## src/rtl/spi_command_decoder.sv

```systemverilog
`default_nettype none
// +-----------------------------------------------------------------------------+
// | spi_command_decoder: SPI byte-stream opcode/address/value frame decoder     |
// | with tear-free STREAM/TRANSFER read-back. Option: SPI_CMD_TIMEOUT_EN         |
// | Revision: 1.0                                                               |
// +-----------------------------------------------------------------------------+
module spi_command_decoder #(
    parameter int ADDRESS_WIDTH  = 24,
    parameter int VALUE_WIDTH    = 32,
    parameter int TIMEOUT_CYCLES = 1024
) (
    input  logic                     clk_i,
    input  logic                     rst_ni,
    input  logic                     spi_rx_valid_i,
    input  logic [7:0]               spi_rx_byte_i,
    input  logic [VALUE_WIDTH-1:0]   result_i,
    input  logic [VALUE_WIDTH-1:0]   stream_i,
    output logic [7:0]               instruction_o,
    output logic [ADDRESS_WIDTH-1:0] address_o,
    output logic [VALUE_WIDTH-1:0]   value_o,
    output logic                     cmd_valid_o,
    output logic                     err_o,
    output logic [7:0]               spi_tx_byte_o
);

    localparam int AB    = ADDRESS_WIDTH / 8;
    localparam int VB    = VALUE_WIDTH / 8;
    localparam int SHW   = ADDRESS_WIDTH + VALUE_WIDTH;
    localparam int CNT_W = $clog2(AB + VB + 1);
    localparam int PTR_W = (VB > 1) ? $clog2(VB) : 1;

    localparam logic [7:0] OP_WRITE     = 8'h01;
    localparam logic [7:0] OP_READ      = 8'h02;
    localparam logic [7:0] OP_STREAM    = 8'h03;
    localparam logic [7:0] OP_BIND_INT  = 8'h04;
    localparam logic [7:0] OP_BIND_RD   = 8'h05;
    localparam logic [7:0] OP_BIND_WR   = 8'h06;
    localparam logic [7:0] OP_TRANSFER  = 8'h07;
    localparam logic [7:0] OP_REPEAT    = 8'h08;

    typedef enum logic [0:0] {
        IDLE    = 1'b0,
        COLLECT = 1'b1
    } state_t;

    state_t                     state, state_nxt;
    logic [CNT_W-1:0]           cnt, cnt_nxt;
    logic [SHW-1:0]             shift, shift_nxt, shifted;
    logic [7:0]                 opcode, opcode_nxt;
    logic [VB-1:0][7:0]         stream_snap, stream_snap_nxt;
    logic [VB-1:0][7:0]         xfer_snap, xfer_snap_nxt;
    logic [PTR_W-1:0]           ptr, ptr_nxt;
    logic [PTR_W-1:0]           stream_idx, xfer_idx;
    logic [7:0]                 instr_nxt, tx_nxt;
    logic [ADDRESS_WIDTH-1:0]   addr_nxt;
    logic [VALUE_WIDTH-1:0]     value_nxt;
    logic                       cmd_valid_nxt, err_nxt;
    logic                       timeout;

`ifdef SPI_CMD_TIMEOUT_EN
    localparam int TMO_W = $clog2(TIMEOUT_CYCLES + 1);
    logic [TMO_W-1:0] idle_cnt;

    // Counts only silent cycles inside a partial frame; any byte restarts it.
    always_ff @(posedge clk_i or negedge rst_ni) begin
        if (!rst_ni) begin
            idle_cnt <= '0;
        end else if (state != COLLECT || spi_rx_valid_i || timeout) begin
            idle_cnt <= '0;
        end else begin
            idle_cnt <= idle_cnt + TMO_W'(1);
        end
    end

    assign timeout = (state == COLLECT) && !spi_rx_valid_i
                     && (idle_cnt == TMO_W'(TIMEOUT_CYCLES - 1));
`else
    assign timeout = 1'b0;
`endif

    // Byte k of a STREAM value frame sends snapshot byte VB-1-k, i.e. cnt-2.
    assign stream_idx = PTR_W'(cnt - CNT_W'(2));
    assign xfer_idx   = PTR_W'(VB - 1) - ptr;
    assign shifted    = {shift[SHW-9:0], spi_rx_byte_i};

    always_comb begin
        state_nxt       = state;
        cnt_nxt         = cnt;
        shift_nxt       = shift;
        opcode_nxt      = opcode;
        stream_snap_nxt = stream_snap;
        xfer_snap_nxt   = xfer_snap;
        ptr_nxt         = ptr;
        instr_nxt       = instruction_o;
        addr_nxt        = address_o;
        value_nxt       = value_o;
        tx_nxt          = spi_tx_byte_o;
        cmd_valid_nxt   = 1'b0;
        err_nxt         = 1'b0;

        case (state)
            IDLE: begin
                if (spi_rx_valid_i) begin
                    case (spi_rx_byte_i)
                        8'h00: begin
                        end
                        OP_WRITE: begin
                            opcode_nxt = spi_rx_byte_i;
                            shift_nxt  = '0;
                            cnt_nxt    = CNT_W'(AB + VB);
                            state_nxt  = COLLECT;
                        end
                        OP_READ, OP_BIND_INT, OP_BIND_RD, OP_BIND_WR: begin
                            opcode_nxt = spi_rx_byte_i;
                            shift_nxt  = '0;
                            cnt_nxt    = CNT_W'(AB);
                            state_nxt  = COLLECT;
                        end
                        OP_STREAM: begin
                            opcode_nxt      = spi_rx_byte_i;
                            shift_nxt       = '0;
                            cnt_nxt         = CNT_W'(VB);
                            state_nxt       = COLLECT;
                            stream_snap_nxt = stream_i;
                            tx_nxt          = stream_i[VALUE_WIDTH-1 -: 8];
                        end
                        OP_TRANSFER: begin
                            instr_nxt     = OP_TRANSFER;
                            addr_nxt      = '0;
                            value_nxt     = '0;
                            cmd_valid_nxt = 1'b1;
                            if (ptr == '0) begin
                                xfer_snap_nxt = result_i;
                                tx_nxt        = result_i[VALUE_WIDTH-1 -: 8];
                            end else begin
                                tx_nxt = xfer_snap[xfer_idx];
                            end
                            ptr_nxt = (ptr == PTR_W'(VB - 1)) ? '0 : ptr + PTR_W'(1);
                        end
                        OP_REPEAT: begin
                            instr_nxt     = OP_REPEAT;
                            addr_nxt      = '0;
                            value_nxt     = '0;
                            cmd_valid_nxt = 1'b1;
                            ptr_nxt       = '0;
                        end
                        default: begin
                            err_nxt = 1'b1;
                        end
                    endcase
                end
            end
            COLLECT: begin
                if (timeout) begin
                    state_nxt = IDLE;
                    cnt_nxt   = '0;
                    err_nxt   = 1'b1;
                end else if (spi_rx_valid_i) begin
                    shift_nxt = shifted;
                    cnt_nxt   = cnt - CNT_W'(1);
                    if (opcode == OP_STREAM) begin
                        tx_nxt = (cnt == CNT_W'(1)) ? 8'h00 : stream_snap[stream_idx];
                    end
                    if (cnt == CNT_W'(1)) begin
                        state_nxt     = IDLE;
                        instr_nxt     = opcode;
                        cmd_valid_nxt = 1'b1;
                        case (opcode)
                            OP_WRITE: begin
                                addr_nxt  = shifted[SHW-1 -: ADDRESS_WIDTH];
                                value_nxt = shifted[VALUE_WIDTH-1:0];
                            end
                            OP_STREAM: begin
                                addr_nxt  = '0;
                                value_nxt = shifted[VALUE_WIDTH-1:0];
                            end
                            default: begin
                                addr_nxt  = shifted[ADDRESS_WIDTH-1:0];
                                value_nxt = '0;
                            end
                        endcase
                    end
                end
            end
            default: begin
                state_nxt = IDLE;
            end
        endcase
    end

    always_ff @(posedge clk_i or negedge rst_ni) begin
        if (!rst_ni) begin
            state         <= IDLE;
            cnt           <= '0;
            shift         <= '0;
            opcode        <= '0;
            stream_snap   <= '0;
            xfer_snap     <= '0;
            ptr           <= '0;
            instruction_o <= '0;
            address_o     <= '0;
            value_o       <= '0;
            spi_tx_byte_o <= '0;
            cmd_valid_o   <= 1'b0;
            err_o         <= 1'b0;
        end else begin
            state         <= state_nxt;
            cnt           <= cnt_nxt;
            shift         <= shift_nxt;
            opcode        <= opcode_nxt;
            stream_snap   <= stream_snap_nxt;
            xfer_snap     <= xfer_snap_nxt;
            ptr           <= ptr_nxt;
            instruction_o <= instr_nxt;
            address_o     <= addr_nxt;
            value_o       <= value_nxt;
            spi_tx_byte_o <= tx_nxt;
            cmd_valid_o   <= cmd_valid_nxt;
            err_o         <= err_nxt;
        end
    end

endmodule
`default_nettype wire

```

## config.mk

```make
export PLATFORM = sky130hd
export DESIGN_NAME = spi_command_decoder
export DESIGN_NICKNAME = d
export VERILOG_FILES = /design/src/rtl/spi_command_decoder.sv
export SDC_FILE = /design/constraint.sdc
export NUM_CORES = 1
export LEC_CHECK = 0
export BUFFER_PORTS_ARGS = -buffer_cell sky130_fd_sc_hd__buf_2
export CAP_MARGIN = 10
export CORE_ASPECT_RATIO = 1.75
export CORE_UTILIZATION = 40
export CTS_CLUSTER_DIAMETER = 30
export CTS_CLUSTER_SIZE = 30
export DETAILED_ROUTE_END_ITERATION = 12
export PLACE_DENSITY_LB_ADDON = 0.12
export SYNTH_ARGS = -nofsm -noshare
export SYNTH_HDL_FRONTEND = slang
export SYNTH_SLANG_ARGS = --single-unit
```

## constraint.sdc

```tcl
create_clock -name clk_i -period 2.75 [get_ports clk_i]
set_clock_uncertainty 0.1 [all_clocks]
set_input_delay 0.4125 -clock clk_i [delete_from_list [all_inputs] [get_ports clk_i]]
set_output_delay 0.4125 -clock clk_i [all_outputs]
set_load 0.02 [all_outputs]
```

==> metrics.md, run 1 <==
| Metric | Value |
|---|---|
| Largest net degree at the start of global routing | 76 |
| CP Capture Type | flop |
| Final min period | 2.49 ns |
| Post-synth EDFFs | 0 |
| Post-synth ARST share | 100% |
| Layout Utilization | 49.2% |
| Final instance area | 10600 µm² |
| CTS HTree Levels | 4 |
| Post-Syn Instances | 714 |
| Max Slew Vio Count | 0 |
| CP Capture Point | spi_tx_byte_o[2] |
| Vias per Instance | 5.40 |
| Core footprint | 21600 µm² |
| Ranking of synthesized cells by area | dfrtp_1, mux2_2, a22o_1, mux2i_1, o2bb2ai_1 |
| Drt total wl | 23400 µm |
| Hpwl dp | 16600 µm |
| Clock sink count | 200 |
| Final nets | 935 |
| Critical-path top delay cell | nor2b_1 |
| PortBufs | 148 |
| Buf+Inv Stages, Crit Path | 2 |
| Synth area leader | dfrtp_1 |
| Crit Reg-Reg Endpoint | spi_tx_byte_o[2] |
| RD Place Congestion | 0.795 |
| Max-slew headroom at the worst pin | 51.4% |
| CP Cell Sequence | inv_1 -> ha_1 -> nor2b_1 -> a222oi_1 -> buf_4 -> a211o_1 -> a31oi_1 |
| DP Area | 10000 µm² |
| Crit path kind | flop to flop |
| CP delay by family, top | compound AO/OA/AOI/OAI gates |
| Register area share after synthesis | 56.7% |
| Final Hold Viols | 0 |
| Slowest stage delay, CP | 0.55 ns |
| Status | finished, final reports clean |
| Gr ovfl total | 0 |
| VDD IR-drop max | 0.426 mV |
| Die X | 114 µm |
| Clk root buf | clkbuf_16 |
| Synth cell count leaders | dfrtp_1, mux2_2, inv_1 |
| Share of layout cells above drive strength 1 | 37.2% |
| Post-cts resize count | 0 |
| Dominant cell by count in the synthesized netlist | dfrtp_1 |
| Crit path from | ptr[1] |
| Worst EP arrival | 2.75 ns |
| R2R Setup Slk | 0.26 ns |
| DRC Markers | 0 |
| Ys flop type | dfrtp_1 |
| Die Ht | 199 µm |
| CTS tree | built |
| Iter 0 DRT Violations | 351 |
| Die area | 22700 µm² |
| First-pass GRT wire length | 37200 µm |
| Slew at the pin with the worst max-slew slack | 0.729 ns |
| Avg Cell Area, Syn | 12.4 µm² |
| Initial antenna violation count | 1 |
| RSZ-0062 raised after global routing | no |
| Num CTS Buffers | 17 |
| Syn_nets | 793 |
| Leak | 0.00527 µW |
| Cell Area, Synth | 8830 µm² |
| Vias in the first global route | 6775 |
| Synth Register Bits | 200 |
| Final setup fails | 0 |
| DR WL/cell | 20.1 µm |
| Setup TNS | 0 ns |
| Worst-case reg-to-reg path depth | 7 |
| Crit-path max FO | 11 |
| Synth top area share | 56.7% |
| Fin crit share | 90.5% |
| DRT Pass-1 Iters | 5 |
| Crit path depth | 7 |
| YS warnings | 0 |
| Initial core utilization | 40.9% |
| Clock slew at reported path FFs | 0.07 ns |
| Startpoint Class | flop |
| Via count | 6267 |
| Clk_lat worst skew | 0.44 ns |
| Max-Cap Viols | 0 |
| Final Power | 9850 µW |
| CTS max path bufs | 2 |
| GRT Overall Usage | 21.8% |
| Antenna Cells | 0 |
| F_max | 402 MHz |
| HP Class | primary input to flop |
| Setup slack after layout | 0.263 ns |
| # IOs | 149 |
| Place WS | 0.208 ns |
| Power Density | 926 nW/µm² |
| Layout Area Growth over Synthesis | 20.3% |
| Worst EP required | 3.01 ns |
| Row cnt | 71 |
| Number of library cell types mapped by synthesis | 43 |
| DRT antenna net count | 0 |
| Reg2reg start | ptr[1] |
==> repair_timing <==
item	CTS	global route
setup buffers	0	0
hold buffers	1	0
endpoints found under the hold margin	72	0
==> stage by stage <==
stage,cells,hold slack [ns]
6_report,1161,0.0933
5_1_grt,1161,0.0786
4_1_cts,1161,0.0733
3_5_place_dp,1128,0.374
3_3_place_gp,1128,0.367
2_1_floorplan,714,0.0169
==> layer usage <==
layer,global-route usage [%],routed length [µm],vias to the layer above
met4,11.1,969,0
li1,-,-,2886
met2,40.1,12900,168
met3,4.02,862,36
met5,0,0,-
met1,23.5,8670,3177
==> flip-flops by register name (all words and copies together) (netlist names) <==
signal	count
xfer_snap	32
value_o	32
shift	48
err_o	1
cnt	3
ptr	2
spi_tx_byte_o	8
instruction_o	8
stream_snap	32
address_o	24
cmd_valid_o	1
state	1
opcode	8
==> where the power goes <==
| part | switching (µW) | leakage, µW | internal (µW) |
|---|---|---|---|
| Sequential | 664 | 0.00258 | 3730 |
| Clock | 1220 | 0.000280 | 1250 |
| Combinational | 1750 | 0.00241 | 1230 |
| Total | 3630 | 0.00527 | 6210 |
==> worst min-delay path by stage <==
stage                             start             to  slack [ns]  cells past startpoint
after global routing        result_i[6]   xfer_snap[6]        0.08                      2
after global placement           rst_ni  address_o[22]        0.37                      1
final                       result_i[6]   xfer_snap[6]        0.09                      2
after floorplan                  rst_ni   address_o[0]        0.02                      0
after detailed placement  address_o[18]  address_o[18]        0.37                      1
after CTS                   result_i[6]   xfer_snap[6]        0.07                      2
==> worst reg2reg max path: stages (launching register included) <==
cell and delay, ns:
dfrtp_1 0.42, inv_1 0.06, ha_1 0.32, nor2b_1 0.55, a222oi_1 0.31, buf_4 0.22
a211o_1 0.28, a31oi_1 0.15
==> layout make-up <==
type | instances | area, µm²
fill | 1980 | 11000
clock inverter | 13 | 126
inverter | 45 | 169
tap | 292 | 365
multi-input combinational | 412 | 3440
clock buffer | 19 | 453
sequential | 200 | 5010
timing repair buffer | 180 | 1070
==> placed cells by master (no fill, tap or decap), drive strengths merged, types with 5 or more instances in the layout <==
| cell | n |
|---|---|
| nor3 | 12 |
| a22o | 39 |
| nand2 | 32 |
| a21oi | 13 |
| nand4 | 32 |
| and2 | 9 |
| mux2i | 27 |
| nand3 | 6 |
| nor2 | 5 |
| nor2b | 17 |
| clkbuf | 20 |
| dfrtp | 200 |
| buf | 178 |
| inv | 53 |
| a222oi | 8 |
| a31oi | 9 |
| mux2 | 97 |
| mux4 | 8 |
| o2bb2ai | 24 |
| o21ai | 39 |
| a211o | 8 |
==> kinds of logic after synthesis <==
| kind of cell | Yosys count | synth area share, % |
|---|---|---|
| compound gates | 148 | 12.4 |
| fa+ha+maj | 4 | 0.567 |
| flops | 200 | 56.7 |
| mux | 132 | 17.5 |
| buf+inv | 102 | 4.69 |
| simple gates | 128 | 8.19 |
(Power assumes the default switching activity.)
==> run 2: changes to the inputs <==
--- a/config.mk
+++ b/config.mk
@@ -12,7 +12,7 @@
 export CTS_CLUSTER_DIAMETER = 30
 export CTS_CLUSTER_SIZE = 30
 export DETAILED_ROUTE_END_ITERATION = 12
-export PLACE_DENSITY_LB_ADDON = 0.12
+export PLACE_DENSITY = 0.65
 export SYNTH_ARGS = -nofsm -noshare
 export SYNTH_HDL_FRONTEND = slang
 export SYNTH_SLANG_ARGS = --single-unit
==> constraint.sdc (replaced) <==
create_clock -name clk_i -period 2.75 [get_ports clk_i]
set_clock_uncertainty 0.1 [all_clocks]
set_input_delay 0.55 -clock clk_i [delete_from_list [all_inputs] [get_ports clk_i]]
set_output_delay 0.55 -clock clk_i [all_outputs]
set_load 0.02 [all_outputs]
==> run 2 against run 1 <==
Utilization increased by 0.49 points; sequential share of layout area decreased by 0.46 points; worst hold slack got worse by 0.086 ns; count of clock-buffer cells in the layout decreased by 2; sequential cell count unchanged; non-clock buffer count increased by 6; wire length decreased by 2.9%; sequential power about the same; total power increased by 0.46%; critical path type unchanged; highest routed layer unchanged.
==> metrics.md, run 2 (synthesized netlist as in run 1, its figures left out) <==
| Metric | Value |
|---|---|
| Share of layout cells above drive strength 1 | 37.7% (was 37.2%) |
| Via count | 6235 (was 6267) |
| Hpwl dp | 16400 µm (was 16600 µm) |
| Reg2reg start | ptr[1] (unchanged) |
| Worst EP required | 3.01 ns (about the same) |
| Status | finished, final reports clean (unchanged) |
| Fin crit share | 86.9% (was 90.5%) |
| Die area | 22700 µm² (unchanged) |
| RD Place Congestion | 0.808 (was 0.795) |
| Clk_lat worst skew | 0.44 ns (about the same) |
| HP Class | primary input to asynchronous set/reset pin (was primary input to flop) |
| VDD IR-drop max | 0.551 mV (was 0.426 mV) |
| Largest net degree at the start of global routing | 71 (was 76) |
| DR WL/cell | 19.4 µm (was 20.1 µm) |
| CTS Hold Bufs | 0 (was 1) |
| CTS tree | built (unchanged) |
| Worst EP arrival | 2.65 ns (was 2.75 ns) |
| Crit path from | ptr[1] (unchanged) |
| Post-cts resize count | 0 (unchanged) |
| Max-slew headroom at the worst pin | 57.4% (was 51.4%) |
| Clock sink count | 200 (unchanged) |
| Crit-path max FO | 11 (unchanged) |
| Max reg flops | 48 (unchanged) |
| Final min period | 2.39 ns (was 2.49 ns) |
| Leak | 0.00533 µW (was 0.00527 µW) |
| # IOs | 149 (unchanged) |
| Row cnt | 71 (unchanged) |
| Largest Register | shift (unchanged) |
| Vias per Instance | 5.33 (was 5.40) |
| Most common cell after layout, fill and taps aside | dfrtp_1 (unchanged) |
| Fillers | 1972 (was 1980) |
| Startpoint Class | flop (unchanged) |
| Slew at the pin with the worst max-slew slack | 0.638 ns (was 0.729 ns) |
| GRT Overall Usage | 21.1% (was 21.8%) |
| Crit path kind | flop to flop (unchanged) |
| Vias in the first global route | 6494 (was 6775) |
| CP Capture Type | flop (unchanged) |
| Worst-case reg-to-reg path depth | 7 (unchanged) |
| RSZ-0062 raised after global routing | no (unchanged) |
| Final instance area | 10700 µm² (was 10600 µm²) |
| DRC Markers | 0 (unchanged) |
| Initial antenna violation count | 3 (was 1) |
| Max Slew Vio Count | 0 (unchanged) |
| Final setup fails | 0 (unchanged) |
| Gr ovfl total | 0 (unchanged) |
| CTS HTree Levels | 4 (unchanged) |
| Core footprint | 21600 µm² (unchanged) |
| Max-Cap Viols | 0 (unchanged) |
| Num CTS Buffers | 17 (unchanged) |
| Clock slew at reported path FFs | 0.07 ns (about the same) |
| Die Ht | 199 µm (unchanged) |
| DRT Pass-1 Iters | 4 (was 5) |
| Layout Area Growth over Synthesis | 21.5% (was 20.3%) |
| Final nets | 941 (was 935) |
| CP Capture Point | spi_tx_byte_o[1] (was spi_tx_byte_o[2]) |
| DP Area | 10100 µm² (was 10000 µm²) |
| F_max | 419 MHz (was 402 MHz) |
| Drt total wl | 22700 µm (was 23400 µm) |
| Clk root buf | clkbuf_16 (unchanged) |
| PortBufs | 148 (unchanged) |
| R2R Setup Slk | 0.36 ns (was 0.26 ns) |
| DRT antenna net count | 0 (unchanged) |
| Power Density | 922 nW/µm² (was 926 nW/µm²) |
| Die X | 114 µm (unchanged) |
| Commonest cells after routing, fill and taps aside | dfrtp_1, buf_2, mux2_2 (unchanged) |
| Setup TNS | 0 ns (unchanged) |
| Iter 0 DRT Violations | 318 (was 351) |
| Setup bufs post-CTS | 0 (unchanged) |
| CTS max path bufs | 2 (unchanged) |
| Initial core utilization | 40.9% (unchanged) |
| First-pass GRT wire length | 35800 µm (was 37200 µm) |
| Crit Reg-Reg Endpoint | spi_tx_byte_o[1] (was spi_tx_byte_o[2]) |
| Final Hold Viols | 0 (unchanged) |
==> run 2: stage by stage <==
step / util [%] / hold slack, ns / total power [µW] / setup slack, ns / std cells
after floorplan: - / 0.154 / 6210 / 0.251 / 714
after global placement: 46.9 / 0.369 / 7390 / 0.177 / 1135
after detailed placement: 46.9 / 0.376 / 7440 / 0.154 / 1135
after CTS: 49.7 / 0.0241 / 10000 / 0.351 / 1167
after global routing: 49.7 / 0.0505 / 10400 / 0.181 / 1170
final: 49.7 / 0.00738 / 9890 / 0.362 / 1170
==> run 2: critical path: stages, from the launching register on <==
cell and delay, ns:
dfrtp_1 0.40, inv_1 0.06, ha_1 0.32, nor2b_1 0.57, a222oi_1 0.22, buf_4 0.21, a211o_1 0.28, a31oi_1 0.15
==> run 2: metal layers <==
layer,wire length (µm),vias to the layer above,global-route usage (%)
li1,-,2912,-
met1,8280,3130,22.9
met2,12700,158,38.6
met3,909,35,3.96
met4,835,0,11.1
met5,0,-,0
==> run 2: layout make-up <==
| cell class | count | area [µm²] | share of cell area, % |
|---|---|---|---|
| tap | 292 | 365 | 3.40 |
| inverter | 45 | 169 | 1.57 |
| sequential | 200 | 5010 | 46.6 |
| timing repair buffer | 186 | 1130 | 10.6 |
| clock inverter | 15 | 184 | 1.71 |
| antenna | 3 | 7.51 | 0.0699 |
| clock buffer | 17 | 425 | 3.96 |
| multi-input combinational | 412 | 3440 | 32.1 |
==> run 2: how the worst min path moves through the flow <==
stage | startpoint | endpoint | slack (ns) | depth (start not counted)
floorplan | rst_ni | address_o[0] | 0.15 | 0
detailed placement | address_o[7] | address_o[7] | 0.38 | 1
global route | rst_ni | xfer_snap[8] | 0.05 | 1
CTS | rst_ni | xfer_snap[19] | 0.02 | 1
finish | rst_ni | xfer_snap[19] | 0.007 | 1
global placement | xfer_snap[27] | xfer_snap[27] | 0.37 | 1
==> run 2: power by group <==
group / internal [µW] / switching (µW)
Clock: 1310 / 1240
Sequential: 3730 / 642
Combinational: 1240 / 1730
Total: 6280 / 3610
==> run 3: changes to the inputs <==
--- a/config.mk
+++ b/config.mk
@@ -7,12 +7,14 @@
 export LEC_CHECK = 0
 export BUFFER_PORTS_ARGS = -buffer_cell sky130_fd_sc_hd__buf_2
 export CAP_MARGIN = 10
+export CELL_PAD_IN_SITES_DETAIL_PLACEMENT = 1
+export CELL_PAD_IN_SITES_GLOBAL_PLACEMENT = 1
 export CORE_ASPECT_RATIO = 1.75
 export CORE_UTILIZATION = 40
 export CTS_CLUSTER_DIAMETER = 30
 export CTS_CLUSTER_SIZE = 30
 export DETAILED_ROUTE_END_ITERATION = 12
-export PLACE_DENSITY = 0.65
+export PLACE_DENSITY = 0.77
 export SYNTH_ARGS = -nofsm -noshare
 export SYNTH_HDL_FRONTEND = slang
 export SYNTH_SLANG_ARGS = --single-unit
==> run 3 against run 2 <==
Utilization decreased by 0.20 points; first-iteration DRC count down 22%; total power increased by 1.6%; critical path type unchanged; critical endpoint is now spi_tx_byte_o[0]; highest routed layer unchanged.
==> metrics.md, run 3 (synthesized netlist as in run 1, its figures left out) <==
| Metric | Value |
|---|---|
| DRT Pass-1 Iters | 4 (unchanged) |
| Crit-path max FO | 11 (unchanged) |
| Vias per Instance | 5.49 (was 5.33) |
| Worst EP required | 3.01 ns (about the same) |
| F_max | 390 MHz (was 419 MHz) |
| RD Place Congestion | 0.780 (was 0.808) |
| DRT antenna net count | 0 (unchanged) |
| Setup bufs post-CTS | 0 (unchanged) |
| Iter 0 DRT Violations | 248 (was 318) |
| Final Hold Viols | 0 (unchanged) |
| Row cnt | 71 (unchanged) |
| CTS Hold Bufs | 0 (unchanged) |
| CP Capture Type | flop (unchanged) |
| Initial core utilization | 40.9% (unchanged) |
| Power Density | 940 nW/µm² (was 922 nW/µm²) |
| Buf+Inv Stages, Crit Path | 2 (unchanged) |
| Largest Register | shift (unchanged) |
| Hpwl dp | 17600 µm (was 16400 µm) |
| Max-Cap Viols | 0 (unchanged) |
| Max reg flops | 48 (unchanged) |
| RSZ-0062 raised after global routing | no (unchanged) |
| Crit path kind | flop to flop (unchanged) |
| Status | finished, final reports clean (unchanged) |
| Clock sink count | 200 (unchanged) |
| Non-filler cells, final | 1163 (was 1170) |
| CTS max path bufs | 2 (unchanged) |
| CTS tree | built (unchanged) |
| Clk_lat worst skew | 0.45 ns (was 0.44 ns) |
| Worst-case reg-to-reg path depth | 7 (unchanged) |
| Placed Instances | 1131 (was 1135) |
| Final setup fails | 0 (unchanged) |
| Crit Reg-Reg Endpoint | spi_tx_byte_o[0] (was spi_tx_byte_o[1]) |
| Core footprint | 21600 µm² (unchanged) |
| Drt total wl | 24900 µm (was 22700 µm) |
| Critical-path top delay cell | nor2_1 (was nor2b_1) |
| Slew at the pin with the worst max-slew slack | 0.670 ns (was 0.638 ns) |
| DR WL/cell | 21.4 µm (was 19.4 µm) |
| Max Slew Vio Count | 0 (unchanged) |
| GRT Overall Usage | 23.5% (was 21.1%) |
| Die Ht | 199 µm (unchanged) |
| Final nets | 937 (was 941) |
| Layout Area Growth over Synthesis | 21.1% (was 21.5%) |
| CP delay by family, top | compound AO/OA/AOI/OAI gates (unchanged) |
| Reg2reg start | ptr[1] (unchanged) |
| Die area | 22700 µm² (unchanged) |
| Clock slew at reported path FFs | 0.07 ns (about the same) |
| First-pass GRT wire length | 39400 µm (was 35800 µm) |
| Worst EP arrival | 2.83 ns (was 2.65 ns) |
| Leak | 0.00530 µW (was 0.00533 µW) |
| CTS HTree Levels | 4 (unchanged) |
| R2R Setup Slk | 0.19 ns (was 0.36 ns) |
| HP Class | primary input to asynchronous set/reset pin (unchanged) |
| Share of layout cells above drive strength 1 | 37.3% (was 37.7%) |
| Antenna Cells | 0 (was 3) |
| Setup TNS | 0 ns (unchanged) |
| Fin crit share | 93.2% (was 86.9%) |
| # IOs | 149 (unchanged) |
| Clk root buf | clkbuf_16 (unchanged) |
| Final min period | 2.56 ns (was 2.39 ns) |
| Slowest stage delay, CP | 0.57 ns (about the same) |
| Vias in the first global route | 6984 (was 6494) |
| CP Cell Sequence | inv_1 -> ha_1 -> nor2_1 -> a222oi_1 -> buf_4 -> a211o_1 -> a31oi_1 (was inv_1 -> ha_1 -> nor2b_1 -> a222oi_1 -> buf_4 -> a211o_1 -> a31oi_1) |
| Max-slew headroom at the worst pin | 55.2% (was 57.4%) |
| PortBufs | 148 (unchanged) |
| Num CTS Buffers | 17 (unchanged) |
| Gr ovfl total | 0 (unchanged) |
| Largest net degree at the start of global routing | 67 (was 71) |
| Startpoint Class | flop (unchanged) |
| Most common cell after layout, fill and taps aside | dfrtp_1 (unchanged) |
| DRC Markers | 0 (unchanged) |
| Commonest cells after routing, fill and taps aside | dfrtp_1, buf_2, mux2_2 (unchanged) |
| Post-cts resize count | 0 (unchanged) |
| Die X | 114 µm (unchanged) |
| Initial antenna violation count | 0 (was 3) |
| VDD IR-drop max | 0.380 mV (was 0.551 mV) |
| Via count | 6382 (was 6235) |
run 3: cell types whose count changed in the layout (fill, tap and decap cells not counted), moves of 2 or more:
| cell | change |
|---|---|
| buf_4 | -4 |
| clkinv_4 | +2 |
| clkinv_8 | -4 |
| diode_2 | -3 |
| inv_6 | -4 |
| inv_8 | +2 |
run 3: power by group:
part           leakage (µW)  internal, µW  switching (µW)  total (µW)
sequential          0.00258          3730             659        4390
combinational       0.00243          1250            1810        3060
clock              0.000295          1400            1200        2600
total               0.00530          6380            3670       10100
run 3: area by class of cell:
| cell class | count | area (µm²) |
|---|---|---|
| Tap cell | 292 | 365 |
| Timing Repair Buffer | 182 | 1100 |
| Sequential cell | 200 | 5010 |
| Multi-Input combinational cell | 412 | 3440 |
| Clock inverter | 13 | 161 |
| Clock buffer | 19 | 443 |
| Fill cell | 2305 | 10900 |
| Inverter | 45 | 169 |
run 3: how the worst max path moves through the flow:
stage | start | endpoint | slack (ns) | cells past startpoint
6_report | ptr[1] | spi_tx_byte_o[0] | 0.19 | 7
5_1_grt | ptr[1] | spi_tx_byte_o[0] | 0.12 | 7
4_1_cts | ptr[1] | spi_tx_byte_o[0] | 0.21 | 7
3_5_place_dp | spi_rx_byte_i[6] | xfer_snap[27] | 0.17 | 6
3_3_place_gp | spi_rx_byte_i[6] | shift[23] | 0.19 | 6
2_1_floorplan | cnt[1] | address_o[2] | 0.25 | 9
run 3: metal layers:
layer / up-vias / global-route usage [%] / share of wire, %
met5: - / 0 / 0
li1: 2886 / - / -
met4: 0 / 12.8 / 4.6
met3: 51 / 4.33 / 3.0
met1: 3302 / 24.7 / 36
met2: 143 / 43.5 / 57
run 3: per-stage QoR:
stage	instance area, µm²	util [%]	setup WS (ns)	hold WS (ns)	power [µW]
after floorplan	8830	-	0.251	0.154	6210
after global placement	10100	46.7	0.190	0.369	7410
after detailed placement	10100	46.7	0.174	0.375	7520
after CTS	10700	49.5	0.210	0.0214	10100
after global routing	10700	49.5	0.118	0.0438	10600
final	10700	49.5	0.187	0.0139	10100
